File: config.mk
export PLATFORM = sky130hd
export DESIGN_NAME = apb_master_bridge_flat
export DESIGN_NICKNAME = d
export VERILOG_FILES = /design/src/rtl/apb_dpmem_pkg.sv /design/src/rtl/apb_master_bridge_if.sv /design/src/rtl/apb_cmd_fifo.sv /design/src/rtl/apb_master_bridge.sv /design/src/flat_wrapper.sv
export SDC_FILE = /design/constraint.sdc
export NUM_CORES = 1
export LEC_CHECK = 0
export CAP_MARGIN = 30
export CORE_MARGIN = 1.5
export CORE_UTILIZATION = 48
export CTS_CLUSTER_DIAMETER = 50
export CTS_CLUSTER_SIZE = 28
export DETAILED_ROUTE_END_ITERATION = 7
export PLACE_DENSITY = 0.72
export SETUP_SLACK_MARGIN = 0.1
export SYNTH_ARGS = -nofsm -noshare
export SYNTH_HDL_FRONTEND = slang
export SYNTH_SLANG_ARGS = --single-unit
File: constraint.sdc
create_clock -name PCLK -period 3.5 [get_ports PCLK]
set_input_delay 1.05 -clock PCLK [delete_from_list [all_inputs] [get_ports PCLK]]
set_output_delay 1.05 -clock PCLK [all_outputs]
set_load 0.01 [all_outputs]
File: src/rtl/apb_dpmem_pkg.sv
// rtl/apb_dpmem_pkg.sv - shared types and constants for the APB master bridge and its neighbours
// Contents: default widths, addr_t/data_t/strb_t, apb_cmd_t command record,
//           apb_mst_state_e master FSM states, default FIFO depth and PREADY timeout.
package apb_dpmem_pkg;

    localparam int ADDR_W             = 32;
    localparam int DATA_W             = 32;
    localparam int STRB_W             = DATA_W / 8;
    localparam int DEF_FIFO_DEPTH     = 4;
    localparam int DEF_TIMEOUT_CYCLES = 16;

    typedef logic [ADDR_W-1:0] addr_t;
    typedef logic [DATA_W-1:0] data_t;
    typedef logic [STRB_W-1:0] strb_t;

    typedef struct packed {
        logic  write;
        addr_t addr;
        data_t wdata;
        strb_t strb;
    } apb_cmd_t;

    typedef enum logic [1:0] {
        IDLE   = 2'd0,
        SETUP  = 2'd1,
        ACCESS = 2'd2
    } apb_mst_state_e;

endpackage

File: src/rtl/apb_master_bridge_if.sv
// rtl/apb_master_bridge_if.sv - APB4 bus signal bundle between the bridge (master) and a slave
// Signals: PSEL, PENABLE, PWRITE, PADDR, PWDATA, PSTRB (master to slave);
//          PREADY, PSLVERR, PRDATA (slave to master).
interface apb_master_bridge_if
    import apb_dpmem_pkg::*;
#(
    parameter int ADDR_WIDTH = ADDR_W,
    parameter int DATA_WIDTH = DATA_W
);
    localparam int STRB_WIDTH = DATA_WIDTH / 8;

    logic                  PSEL;
    logic                  PENABLE;
    logic                  PWRITE;
    logic [ADDR_WIDTH-1:0] PADDR;
    logic [DATA_WIDTH-1:0] PWDATA;
    logic [STRB_WIDTH-1:0] PSTRB;
    logic                  PREADY;
    logic                  PSLVERR;
    logic [DATA_WIDTH-1:0] PRDATA;

    modport master (
        output PSEL, PENABLE, PWRITE, PADDR, PWDATA, PSTRB,
        input  PREADY, PSLVERR, PRDATA
    );

    modport slave (
        input  PSEL, PENABLE, PWRITE, PADDR, PWDATA, PSTRB,
        output PREADY, PSLVERR, PRDATA
    );

endinterface

File: src/rtl/apb_cmd_fifo.sv
// rtl/apb_cmd_fifo.sv - synchronous command FIFO holding queued APB requests
// Ports: PCLK, PRESETn (async active-low); push/push_data write side (ignored when full);
//        pop/pop_data read side (pop_data shows the head entry); full, empty status.
module apb_cmd_fifo
    import apb_dpmem_pkg::*;
#(
    parameter int  DEPTH = DEF_FIFO_DEPTH,
    parameter type cmd_t = apb_cmd_t
) (
    input  logic PCLK,
    input  logic PRESETn,
    input  logic push,
    input  cmd_t push_data,
    input  logic pop,
    output cmd_t pop_data,
    output logic full,
    output logic empty
);
    localparam int PTR_W = $clog2(DEPTH);
    localparam int CNT_W = PTR_W + 1;

    cmd_t             mem [DEPTH];
    logic [PTR_W-1:0] wr_ptr;
    logic [PTR_W-1:0] rd_ptr;
    logic [CNT_W-1:0] count;
    logic             do_push;
    logic             do_pop;

    // A full FIFO refuses the push even if the same edge pops an entry.
    assign do_push  = push && !full;
    assign do_pop   = pop && !empty;
    assign full     = (count == CNT_W'(DEPTH));
    assign empty    = (count == '0);
    assign pop_data = mem[rd_ptr];

    // Storage needs no reset: the count gates every read of an unwritten slot.
    always_ff @(posedge PCLK) begin
        if (do_push) begin
            mem[wr_ptr] <= push_data;
        end
    end

    // DEPTH is a power of two, so pointers wrap by natural overflow.
    always_ff @(posedge PCLK or negedge PRESETn) begin
        if (!PRESETn) begin
            wr_ptr <= '0;
            rd_ptr <= '0;
            count  <= '0;
        end else begin
            if (do_push) begin
                wr_ptr <= wr_ptr + PTR_W'(1);
            end
            if (do_pop) begin
                rd_ptr <= rd_ptr + PTR_W'(1);
            end
            if (do_push && !do_pop) begin
                count <= count + CNT_W'(1);
            end else if (do_pop && !do_push) begin
                count <= count - CNT_W'(1);
            end
        end
    end

endmodule

File: src/rtl/apb_master_bridge.sv
// rtl/apb_master_bridge.sv - valid/ready request stream to APB4 master with in-order responses
// Ports: PCLK, PRESETn (async active-low);
//        req_valid/req_ready/req_write/req_addr/req_wdata/req_strb request stream;
//        rsp_valid/rsp_rdata/rsp_slverr/rsp_timeout one-cycle response pulse;
//        apb (master modport) registered APB4 bus.
module apb_master_bridge
    import apb_dpmem_pkg::*;
#(
    parameter int ADDR_WIDTH     = ADDR_W,
    parameter int DATA_WIDTH     = DATA_W,
    parameter int FIFO_DEPTH     = DEF_FIFO_DEPTH,
    parameter int TIMEOUT_CYCLES = DEF_TIMEOUT_CYCLES
) (
    input  logic                    PCLK,
    input  logic                    PRESETn,
    input  logic                    req_valid,
    output logic                    req_ready,
    input  logic                    req_write,
    input  logic [ADDR_WIDTH-1:0]   req_addr,
    input  logic [DATA_WIDTH-1:0]   req_wdata,
    input  logic [DATA_WIDTH/8-1:0] req_strb,
    output logic                    rsp_valid,
    output logic [DATA_WIDTH-1:0]   rsp_rdata,
    output logic                    rsp_slverr,
    output logic                    rsp_timeout,
    apb_master_bridge_if.master     apb
);
    localparam int STRB_WIDTH = DATA_WIDTH / 8;
    localparam int TMO_W      = $clog2(TIMEOUT_CYCLES + 1);

    typedef struct packed {
        logic                  write;
        logic [ADDR_WIDTH-1:0] addr;
        logic [DATA_WIDTH-1:0] wdata;
        logic [STRB_WIDTH-1:0] strb;
    } cmd_t;

    cmd_t req_cmd;
    cmd_t head_cmd;
    logic fifo_pop;
    logic fifo_full;
    logic fifo_empty;
    logic xfer_done;

    apb_mst_state_e        state_q,   state_d;
    logic [TMO_W-1:0]      tmo_q,     tmo_d;
    logic                  psel_q,    psel_d;
    logic                  penable_q, penable_d;
    logic                  pwrite_q,  pwrite_d;
    logic [ADDR_WIDTH-1:0] paddr_q,   paddr_d;
    logic [DATA_WIDTH-1:0] pwdata_q,  pwdata_d;
    logic [STRB_WIDTH-1:0] pstrb_q,   pstrb_d;
    logic                  rsp_valid_d;
    logic [DATA_WIDTH-1:0] rsp_rdata_d;
    logic                  rsp_slverr_d;
    logic                  rsp_timeout_d;

    assign req_cmd   = {req_write, req_addr, req_wdata, req_strb};
    assign req_ready = !fifo_full;

    apb_cmd_fifo #(
        .DEPTH (FIFO_DEPTH),
        .cmd_t (cmd_t)
    ) u_cmd_fifo (
        .PCLK      (PCLK),
        .PRESETn   (PRESETn),
        .push      (req_valid),
        .push_data (req_cmd),
        .pop       (fifo_pop),
        .pop_data  (head_cmd),
        .full      (fifo_full),
        .empty     (fifo_empty)
    );

    assign apb.PSEL    = psel_q;
    assign apb.PENABLE = penable_q;
    assign apb.PWRITE  = pwrite_q;
    assign apb.PADDR   = paddr_q;
    assign apb.PWDATA  = pwdata_q;
    assign apb.PSTRB   = pstrb_q;

    always_comb begin
        state_d       = state_q;
        tmo_d         = tmo_q;
        psel_d        = psel_q;
        penable_d     = penable_q;
        pwrite_d      = pwrite_q;
        paddr_d       = paddr_q;
        pwdata_d      = pwdata_q;
        pstrb_d       = pstrb_q;
        rsp_valid_d   = 1'b0;
        rsp_rdata_d   = rsp_rdata;
        rsp_slverr_d  = rsp_slverr;
        rsp_timeout_d = rsp_timeout;
        fifo_pop      = 1'b0;
        xfer_done     = 1'b0;

        case (state_q)
            IDLE: begin
                psel_d    = 1'b0;
                penable_d = 1'b0;
                if (!fifo_empty) begin
                    fifo_pop = 1'b1;
                    psel_d   = 1'b1;
                    state_d  = SETUP;
                end
            end
            SETUP: begin
                penable_d = 1'b1;
                tmo_d     = '0;
                state_d   = ACCESS;
            end
            ACCESS: begin
                if (apb.PREADY) begin
                    xfer_done     = 1'b1;
                    rsp_valid_d   = 1'b1;
                    rsp_rdata_d   = pwrite_q ? '0 : apb.PRDATA;
                    rsp_slverr_d  = apb.PSLVERR;
                    rsp_timeout_d = 1'b0;
                end else if (tmo_q == TMO_W'(TIMEOUT_CYCLES - 1)) begin
                    // This is the last allowed wait cycle: abort the transfer.
                    xfer_done     = 1'b1;
                    rsp_valid_d   = 1'b1;
                    rsp_rdata_d   = '0;
                    rsp_slverr_d  = 1'b1;
                    rsp_timeout_d = 1'b1;
                end else begin
                    tmo_d = tmo_q + TMO_W'(1);
                end

                // Chain straight into the next SETUP so PSEL never drops between queued transfers.
                if (xfer_done) begin
                    tmo_d     = '0;
                    penable_d = 1'b0;
                    if (!fifo_empty) begin
                        fifo_pop = 1'b1;
                        psel_d   = 1'b1;
                        state_d  = SETUP;
                    end else begin
                        psel_d  = 1'b0;
                        state_d = IDLE;
                    end
                end
            end
            default: begin
                psel_d    = 1'b0;
                penable_d = 1'b0;
                state_d   = IDLE;
            end
        endcase

        // Address/control change only when a new command is taken; they hold otherwise.
        if (fifo_pop) begin
            pwrite_d = head_cmd.write;
            paddr_d  = head_cmd.addr;
            pwdata_d = head_cmd.write ? head_cmd.wdata : '0;
            pstrb_d  = head_cmd.write ? head_cmd.strb  : '0;
        end
    end

    always_ff @(posedge PCLK or negedge PRESETn) begin
        if (!PRESETn) begin
            state_q     <= IDLE;
            tmo_q       <= '0;
            psel_q      <= 1'b0;
            penable_q   <= 1'b0;
            pwrite_q    <= 1'b0;
            paddr_q     <= '0;
            pwdata_q    <= '0;
            pstrb_q     <= '0;
            rsp_valid   <= 1'b0;
            rsp_rdata   <= '0;
            rsp_slverr  <= 1'b0;
            rsp_timeout <= 1'b0;
        end else begin
            state_q     <= state_d;
            tmo_q       <= tmo_d;
            psel_q      <= psel_d;
            penable_q   <= penable_d;
            pwrite_q    <= pwrite_d;
            paddr_q     <= paddr_d;
            pwdata_q    <= pwdata_d;
            pstrb_q     <= pstrb_d;
            rsp_valid   <= rsp_valid_d;
            rsp_rdata   <= rsp_rdata_d;
            rsp_slverr  <= rsp_slverr_d;
            rsp_timeout <= rsp_timeout_d;
        end
    end

endmodule

File: src/flat_wrapper.sv
// flat-port wrapper written by rule: the top's interface ports become plain ports
module apb_master_bridge_flat import apb_dpmem_pkg::*;
#(
    parameter int ADDR_WIDTH     = ADDR_W,
    parameter int DATA_WIDTH     = DATA_W,
    parameter int FIFO_DEPTH     = DEF_FIFO_DEPTH,
    parameter int TIMEOUT_CYCLES = DEF_TIMEOUT_CYCLES
)
  (PCLK, PRESETn, req_valid, req_ready, req_write, req_addr, req_wdata, req_strb, rsp_valid, rsp_rdata, rsp_slverr, rsp_timeout, apb_PSEL, apb_PENABLE, apb_PWRITE, apb_PADDR, apb_PWDATA, apb_PSTRB, apb_PREADY, apb_PSLVERR, apb_PRDATA);
  apb_master_bridge_if #(.ADDR_WIDTH(ADDR_WIDTH), .DATA_WIDTH(DATA_WIDTH)) apb_i ();
  input  logic PCLK;
  input  logic PRESETn;
  input  logic req_valid;
  output logic req_ready;
  input  logic req_write;
  input  logic [ADDR_WIDTH-1:0] req_addr;
  input  logic [DATA_WIDTH-1:0] req_wdata;
  input  logic [DATA_WIDTH/8-1:0] req_strb;
  output logic rsp_valid;
  output logic [DATA_WIDTH-1:0] rsp_rdata;
  output logic rsp_slverr;
  output logic rsp_timeout;
  output wire logic [$bits(apb_i.PSEL)-1:0] apb_PSEL;
  output wire logic [$bits(apb_i.PENABLE)-1:0] apb_PENABLE;
  output wire logic [$bits(apb_i.PWRITE)-1:0] apb_PWRITE;
  output wire logic [$bits(apb_i.PADDR)-1:0] apb_PADDR;
  output wire logic [$bits(apb_i.PWDATA)-1:0] apb_PWDATA;
  output wire logic [$bits(apb_i.PSTRB)-1:0] apb_PSTRB;
  input wire logic [$bits(apb_i.PREADY)-1:0] apb_PREADY;
  input wire logic [$bits(apb_i.PSLVERR)-1:0] apb_PSLVERR;
  input wire logic [$bits(apb_i.PRDATA)-1:0] apb_PRDATA;
  assign apb_PSEL = apb_i.PSEL;
  assign apb_PENABLE = apb_i.PENABLE;
  assign apb_PWRITE = apb_i.PWRITE;
  assign apb_PADDR = apb_i.PADDR;
  assign apb_PWDATA = apb_i.PWDATA;
  assign apb_PSTRB = apb_i.PSTRB;
  assign apb_i.PREADY = apb_PREADY;
  assign apb_i.PSLVERR = apb_PSLVERR;
  assign apb_i.PRDATA = apb_PRDATA;
  apb_master_bridge #(.ADDR_WIDTH(ADDR_WIDTH), .DATA_WIDTH(DATA_WIDTH), .FIFO_DEPTH(FIFO_DEPTH), .TIMEOUT_CYCLES(TIMEOUT_CYCLES)) u_core (.PCLK(PCLK), .PRESETn(PRESETn), .req_valid(req_valid), .req_ready(req_ready), .req_write(req_write), .req_addr(req_addr), .req_wdata(req_wdata), .req_strb(req_strb), .rsp_valid(rsp_valid), .rsp_rdata(rsp_rdata), .rsp_slverr(rsp_slverr), .rsp_timeout(rsp_timeout), .apb(apb_i));
endmodule
# Word-level counts from Yosys, hierarchy flattened
# Memories as Yosys holds them, arrays and structs flattened.
# Cells that the tools add are included.
# totals
mem_bits_rw,276
word_cells,78
input_bits,106
out_inout_bits,107
reg_bits,120
n_memories,1
# mem_list
name,depth,width,read_ports,rd_clocked_by_memory_dff,write_ports,line_no,text
u_core.u_cmd_fifo.mem,4,69,1,0,1,apb_cmd_fifo.sv:22,cmd_t mem [DEPTH];
# classes
n_addsub,5
n_reduce_logical,17
n_eq_ne,8
n_bitwise,1
muxes,31
# ops
op,n
$mux 32,4
$mux 5,3
$mux 1,14
$pmux 5 s2,1
$mux 3,2
$pmux 2 s3,1
$reduce_and 2->1,3
$reduce_bool 2->1,3
$add 5x1->5 const B,1
$eq 5x4->1 const B,1
$add 2x1->2 const B,2
$logic_and 1x1->1,4
$logic_not 1->1,4
$mux 2,2
$mux 4,1
$pmux 1 s2,2
$add 3x1->3 const B,1
$eq 3x3->1 const B,1
$logic_not 3->1,1
$ne 3x2->1 const B,1
$ne 3x3->1 const B,1
$pmux 1 s3,1
$reduce_and 3->1,1
$sub 3x1->3 const B,1
6 further kinds,6

# Longest topological paths before layout
# Gate-level depths: netlist of the first run.
# depth
word_depth,10
ltp_mapped,13
ltp_nobuf,12

# Modules after synthesis
# From an unflattened synthesis of the first run, not the netlist that was laid out.
# hier_totals
cells_unflattened,816
hier_area_um2,15289.7
# modules_own_cells
module,cells_each,n_inst,seq_area_each_um2,area_each_um2
apb_cmd_fifo,397,1,8463.1,10455.0
apb_master_bridge,419,1,2827.7,4834.6

# Least setup slack after synthesis of the first run
# Ideal clock, no wire load.
# synth_path
path_type,input to register
from,input port req_valid
to,memory u_core.u_cmd_fifo.mem[2][0] in the netlist's numbering (enable)
path_slack_ns,-0.024
n_path_buf,0
setup_ns,0.435
cell_stages,2
arrival_time_ns,3.089
required_time_ns,3.065
cell_sequence,a21boi_1 and2_1
# synth_between
elab_chain_cells,3
# synth_rtl
item,line_no,text
"start, declared",flat_wrapper.sv:13,input logic req_valid;
$logic_and 1x1->1,apb_cmd_fifo.sv:30,assign do_push = push && !full;
$mux 1,apb_cmd_fifo.sv:38,if (do_push) begin
$mux 1 (not written as such),apb_cmd_fifo.sv:39,mem[wr_ptr] <= push_data;
"end, declared",apb_cmd_fifo.sv:22,
# No other way between the ends.

# Final worst setup path of the first run
# layout_path
from,register u_core.u_cmd_fifo.count[0]
to,output port req_ready
# layout_between
elab_chain_cells,2
# layout_rtl
item,line_no,text
"start, declared",apb_cmd_fifo.sv:25,logic [CNT_W-1:0] count;
"start signal, assigned",apb_cmd_fifo.sv:57,count <= count + CNT_W'(1);
"start signal, assigned",apb_cmd_fifo.sv:59,count <= count - CNT_W'(1);
$eq 3x3->1,apb_cmd_fifo.sv:32,assign full = (count == CNT_W'(DEPTH));
$logic_not 1->1,apb_master_bridge.sv:59,assign req_ready = !fifo_full;
"end, declared",flat_wrapper.sv:14,output logic req_ready;
# No other way between the ends.

==> summary.md, run 1 <==
| Metric | Value |
|---|---|
| DRT Pass-1 Iters | `5` |
| Later-pin clock latency in the skew report | `0.52 ns` |
| Slew Limit Fails | `0` |
| CTS tree | `done` |
| # rows | `63` |
| Leak | `between 6 and 7 nW` |
| Pin count of the biggest net entering global routing | `between 70 and 80` |
| Crit path DAT | `between 1.5 and 2 ns` |
| Outcome | `complete, no violations` |
| Min-Delay Path Class | `reg2reg` |
| Max_cap viols | `0` |
| Initial DRC Count | `around 370` |
| Synth top cells by count | `edfxtp_1, dfrtp_1, mux4_2` |
| CTS-repair resized insts | `0` |
| Data required, critical path | `around 2.5 ns` |
| TNS Setup | `0 ns` |
| Longest Clk Path Bufs | `3` |
| Average wire per standard cell | `between 20 and 25 µm` |
| Power per cell area | `861.8 mW/mm²` |
| Starting Density | `about half` |
| Post-Syn Area | `around 0.015 mm²` |
| Synthesis-to-finish area growth | `26.84%` |
| EDFF count, synth | `roughly 280` |
| Peak supply drop | `roughly 0.00062 V` |
| Fmax | `0.3680 GHz` |
| Element type at the critical path end | `output port` |
| Sequential fraction of design power | `a little over two fifths` |
| Synth Instances | `between 700 and 800` |
| Core Region | `around 0.03 mm²` |
| Post-synth ARST share | `30.30%` |
| Total power | `0.01607 W` |
| Filler cells | `roughly 2100` |
| Fin area | `between 0.015 and 0.02 mm²` |
| Final Worst Setup Slack | `a little under 0.8 ns` |
| Most frequent cell after synthesis | `edfxtp_1` |
| P_sw | `0.004789 W` |
| Layout cell share with drive strength beyond 1 | `between 15 and 20%` |
| Syn Area/Cell | `between 15 and 20 µm²` |
| Vias in the first global route | `slightly below 8000` |
| First-pass GRT wire length | `~44000 µm` |
| Dpl cell area | `about 0.017 mm²` |
| I/O Buffers | `212` |
| Synth Register Bits | `slightly below 400` |
| Slew Limit Headroom | `between 50% and 60%` |
| Worst-path clk slew | `about 0.07 ns` |
| Sequential area share after synthesis | `about 77%` |
| Cts hold-fix bufs | `0` |
| Internal power | `roughly 0.011 W` |
| Dpl ws | `about 0.31 ns` |
| Slew @ Worst Pin | `roughly 0.68 ns` |
| Setup Buffers After CTS | `0` |
| Die Footprint | `around 0.032 mm²` |
| Crit path launch type | `flop` |
| Synth top area share | `between 50% and 60%` |
| Clock power frac | `approximately a quarter` |
| Synth Flop Type | `edfxtp_1` |
| Gr usage total | `between 10% and 20%` |
| Final setup viols | `0` |
| CTS sink cnt | `about 400` |
| Distinct cells, synth | `41` |
| CTS buffer count | `37` |
| Tmin final | `approximately 2.7 ns` |
| Sw frac | `slightly below 30%` |
| Fin crit share | `between 70 and 80%` |
| Final antenna-violating net count | `0` |
| Drc violations | `0` |
| Crit path kind | `reg2out` |
| Post-DR vias/cell | `5.401` |
| YS warnings | `0` |
| Initial antenna violation count | `1` |
| Post-DP HPWL | `~17000 µm` |
| Grt total ovfl | `0` |
| CP Max Fanout | `5` |
| Die Height | `about 180 µm` |
| H-tree depth | `2` |
| GP Congestion | `0.7137` |
| RSZ-0062 raised after global routing | `no` |
| Clk root buf | `clkbuf_16` |
| Final hold vios | `0` |
| DIE WIDTH | `178.0 µm` |
| Num ports | `between 200 and 250` |
| Nets@finish | `~1100` |
| Syn nets | `around 860` |
| Vias post-DR | `roughly 7500` |
| Drt total wl | `a little under 30000 µm` |
| Synth top area cells | `edfxtp_1, dfrtp_1, mux4_2, mux2_2, a22o_1` |
| Final Skew | `0.02291 ns` |
| Yosys top cell by area | `edfxtp_1` |
| Combinational fraction of design power | `31.4%` |
cell type report:
class	count	area, µm²	share of cell area [%]
clock buffers	41	940.9	5.045
repair buffers	233	2381	12.77
well taps	390	488.0	2.617
diodes	1	2.502	0.01342
clock inverters	24	317.8	1.704
multi-input cells	296	3172	17.01
flip-flops and latches	396	11300	60.58
inverters	13	48.80	0.2617
routing by layer:
layer	share of wire [%]	up-vias	wire length [µm]	GRT usage [%]
li1	-	3381	-	-
met1	41	3846	11870	24.59
met2	49	258	14240	31.61
met3	7.6	44	2184	4.348
met4	1.9	0	540	4.692
met5	0	-	0	0
logic make-up after synthesis:
logic type                 Yosys count  share of synthesized area, %
AOI/OAI and AO/OA                   52                         2.928
xor gates and xnor gates             6                        0.3574
adders and majority gates           12                         1.072
buffers and inverters               52                         1.770
DFF                                396                         76.79
muxes                              109                         13.60
and+or+nand+nor                    117                         3.481
worst max-delay path, stage by stage (launching register included):
cell and delay [ns]:
dfrtp_1 0.44, nor2_1 0.16, nand2_1 0.06, clkdlybuf4s50_1 0.49
final timing paths:
kind                                            start                    endpoint  slack [ns]  cells past startpoint
max                        u_core.u_cmd_fifo.count[0]                   req_ready        0.78                      3
min                              u_core.rsp_rdata[28]        u_core.rsp_rdata[28]        0.47                      2
min reg2reg                      u_core.rsp_rdata[28]        u_core.rsp_rdata[28]        0.47                      2
max reg2reg                           u_core.tmo_q[0]  u_core.u_cmd_fifo.count[2]        0.89                     12
min in group asynchronous                     PRESETn         u_core.rsp_rdata[1]        0.54                      1
max in group asynchronous                     PRESETn        u_core.rsp_rdata[26]        2.25                      2
per-stage QoR:
step / util (%) / std cells / hold slack, ns
2_1_floorplan: - / 744 / 0.4647
3_3_place_gp: 58.20 / 1328 / 0.4497
3_5_place_dp: 58.20 / 1328 / 0.4555
4_1_cts: 62.42 / 1393 / 0.4678
5_1_grt: 62.42 / 1393 / 0.4949
6_report: 62.42 / 1394 / 0.4660
cells in the final DEF, fill, tap and decap left out, drive strengths merged, types with 2 or more instances in the layout:
cell             n
mux2            36
nand2           68
nor2b            2
edfxtp         276
clkdlybuf4s50  211
and2             4
nand3           35
buf             22
a22o            35
clkinvlp         3
xor2             2
xnor2            4
clkinv          10
clkbuf          41
inv             22
a21boi           2
ha              11
nor2             3
o21ai            7
dfrtp          120
mux4            69
mux2i            4
bufinv           2
state kept, by name, indices dropped and copies added (netlist names), 2 cells and up:
signal	flops
u_core.apb.PSTRB	4
u_core.rsp_rdata	32
u_core.apb.PWDATA	32
u_core.u_cmd_fifo.mem	276
u_core.tmo_q	5
u_core.state_q	2
u_core.u_cmd_fifo.wr_ptr	2
u_core.u_cmd_fifo.rd_ptr	2
u_core.apb.PADDR	32
u_core.u_cmd_fifo.count	3
power by group through the flow:
stage,clock network (W),registers [W],logic (W)
detailed placement,0,0.00706,0.00517
CTS,0.00418,0.00698,0.00518
global route,0.00433,0.00709,0.00550
global placement,0,0.00701,0.00505
finish,0.00407,0.00695,0.00505
floorplan,0,0.00702,0.00302
Note: power is estimated with default switching activity, not from simulation.
==> inputs of run 2 (changes only) <==
- PLACE_DENSITY: 0.72 -> 0.75
- clock period: 3.5 -> 2.5 ns (I/O delays scaled with it)
==> summary.md, run 2 (synthesis results as in run 1) <==
| Metric | Value |
|---|---|
| R2R setup slack | `0.20 ns` |
| RSZ-0062 raised after global routing | `yes` |
| Slew @ Worst Pin | `0.4747 ns` |
| Non-Filler Instances | `approximately 1400` |
| Fin crit share | `92.65%` |
| Core Region | `between 0.02 and 0.03 mm²` |
| Antenna cells | `0` |
| GP Congestion | `0.7320` |
| Final Worst Setup Slack | `between 0.15 and 0.2 ns` |
| Commonest cells after routing, fill and taps aside | `edfxtp_1, clkdlybuf4s50_1, dfrtp_1, mux4_2, nand2_1` |
| Later-pin clock latency in the skew report | `roughly 0.57 ns` |
| CP Max Fanout | `2` |
| Reg2reg end | `u_core.u_cmd_fifo.count[2]` |
| Synthesis-to-finish area growth | `27.71%` |
| Cts hold-fix bufs | `0` |
| Vias post-DR | `about 7500` |
| Max stage delay cell, worst path | `clkdlybuf4s50_1` |
| Cells after DPL | `~1300` |
| Drt total wl | `29260 µm` |
| Outcome | `complete, no violations` |
| Min-Delay Path Class | `in2async` |
| Fmax | `0.4317 GHz` |
| Vias in the first global route | `7928` |
| Max_cap viols | `0` |
| Data required, critical path | `1.75 ns` |
| Worst path cell trace | `clkdlybuf4s50_1` |
| Most common cell after layout, fill and taps aside | `edfxtp_1` |
| First-pass GRT wire length | `44710 µm` |
| Filler cells | `2082` |
| Peak supply drop | `around 0.00082 V` |
| Drc violations | `0` |
| Grt total ovfl | `0` |
| Die Height | `roughly 180 µm` |
| CTS buffer count | `31` |
| Num ports | `~210` |
| Final setup viols | `0` |
| Worst-path clk slew | `0.09 ns` |
| Average wire per standard cell | `~21 µm` |
| Final Skew | `between 0.02 and 0.025 ns` |
| R2R Path Start | `u_core.tmo_q[0]` |
| Final Util | `between 60% and 70%` |
| Final hold vios | `0` |
| I/O Buffers | `between 200 and 250` |
| Max reg flops | `around 280` |
| Crit path kind | `reg2out` |
| H-tree depth | `1` |
| Register bank with the most flops | `u_core.u_cmd_fifo.mem` |
| CTS sink cnt | `a little under 400` |
| Clk root buf | `clkbuf_16` |
| Largest stage delay, worst path | `around 0.58 ns` |
| CTS tree | `done` |
| Crit path DAT | `1.57 ns` |
| Power per cell area | `1184 mW/mm²` |
| Layout cell share with drive strength beyond 1 | `a little over a fifth` |
| Crit path launch type | `flop` |
| Starting Density | `~49%` |
| Crit path max-delay family | `buffers and inverters` |
| Post-DR vias/cell | `5.377` |
| Gr usage total | `approximately a fifth` |
| DIE WIDTH | `approximately 180 µm` |
| Element type at the critical path end | `output port` |
| Post-DP HPWL | `roughly 19000 µm` |
| # rows | `63` |
| Initial antenna violation count | `2` |
| FF-to-FF path depth | `12` |
| Longest Clk Path Bufs | `3` |
| Nets@finish | `between 1000 and 1500` |
| Initial DRC Count | `378` |
| CP Buf/Inv Count | `1` |
| Pin count of the biggest net entering global routing | `49` |
| Worst Setup SP | `u_core.apb.PWDATA[11]` |
| Slew Limit Headroom | `roughly two thirds` |
| Dpl ws | `-0.1111 ns` |
| Die Footprint | `0.03169 mm²` |
| Slew Limit Fails | `0` |
| Leak | `between 6 and 7 nW` |
| DRT Pass-1 Iters | `4` |
| Tmin final | `~2.3 ns` |
| Final antenna-violating net count | `0` |
[run 2: cell types whose count changed in the layout (fill, tap and decap cells not counted), sizes merged]
cell,before,now
buf,22,39
clkbuf,41,35
inv,22,26
bufinv,2,0
clkinv,10,8
clkinvlp,3,1
clkdlybuf4s50,211,210
diode,1,0
dlygate4sd2,0,1
[run 2: routing by layer]
metal / up-vias / share of wire [%] / track usage, %
met2: 232 / 48 / 30.98
met4: 2 / 2.2 / 4.587
met3: 48 / 7.5 / 4.028
li1: 3399 / - / -
met5: - / 0.044 / 0
met1: 3858 / 42 / 25.28
[run 2: report_power, final]
part           switching, W  internal [W]
sequential         0.000815       0.00886
clock               0.00253       0.00249
combinational       0.00340       0.00413
[run 2: worst max-delay path by stage]
stage	cells after the start	slack, ns	end
3_3_place_gp	10	-0.11	u_core.u_cmd_fifo.count[2]
4_1_cts	12	0.12	u_core.u_cmd_fifo.count[2]
2_1_floorplan	2	-0.1	u_core.u_cmd_fifo.mem[0][0]
5_1_grt	12	0.07	u_core.u_cmd_fifo.count[2]
3_5_place_dp	10	-0.11	u_core.u_cmd_fifo.count[2]
6_report	1	0.18	apb_PWDATA[11]
[run 2: repair_timing]
action | in CTS | in global routing
endpoints found under the setup margin | 1 | 2
gates resized for setup | 2 | 0
buffers inserted | 0 | 3
pin swaps | 0 | 5
[run 2: final cells by class]
class	instances	area, µm²	share of cell area, %
clock buffers	35	800.8	4.265
clock inverters	22	272.8	1.453
inverters	13	51.30	0.2732
multi-input cells	296	3207	17.08
flip-flops and latches	396	11300	60.18
well taps	390	488.0	2.599
repair buffers	250	2658	14.15
[run 2: metrics by stage]
step	TNS (ns)	power [W]	instance area, µm²	hold slack [ns]
finish	0	0.02223	18780	0.1089
global route	0	0.02338	18780	0.1150
CTS	0	0.02255	18750	0.1014
detailed placement	-1.206	0.01749	17680	0.4552
global placement	-0.6448	0.01726	17680	0.4485
floorplan	-26.54	0.01412	14760	0.4544
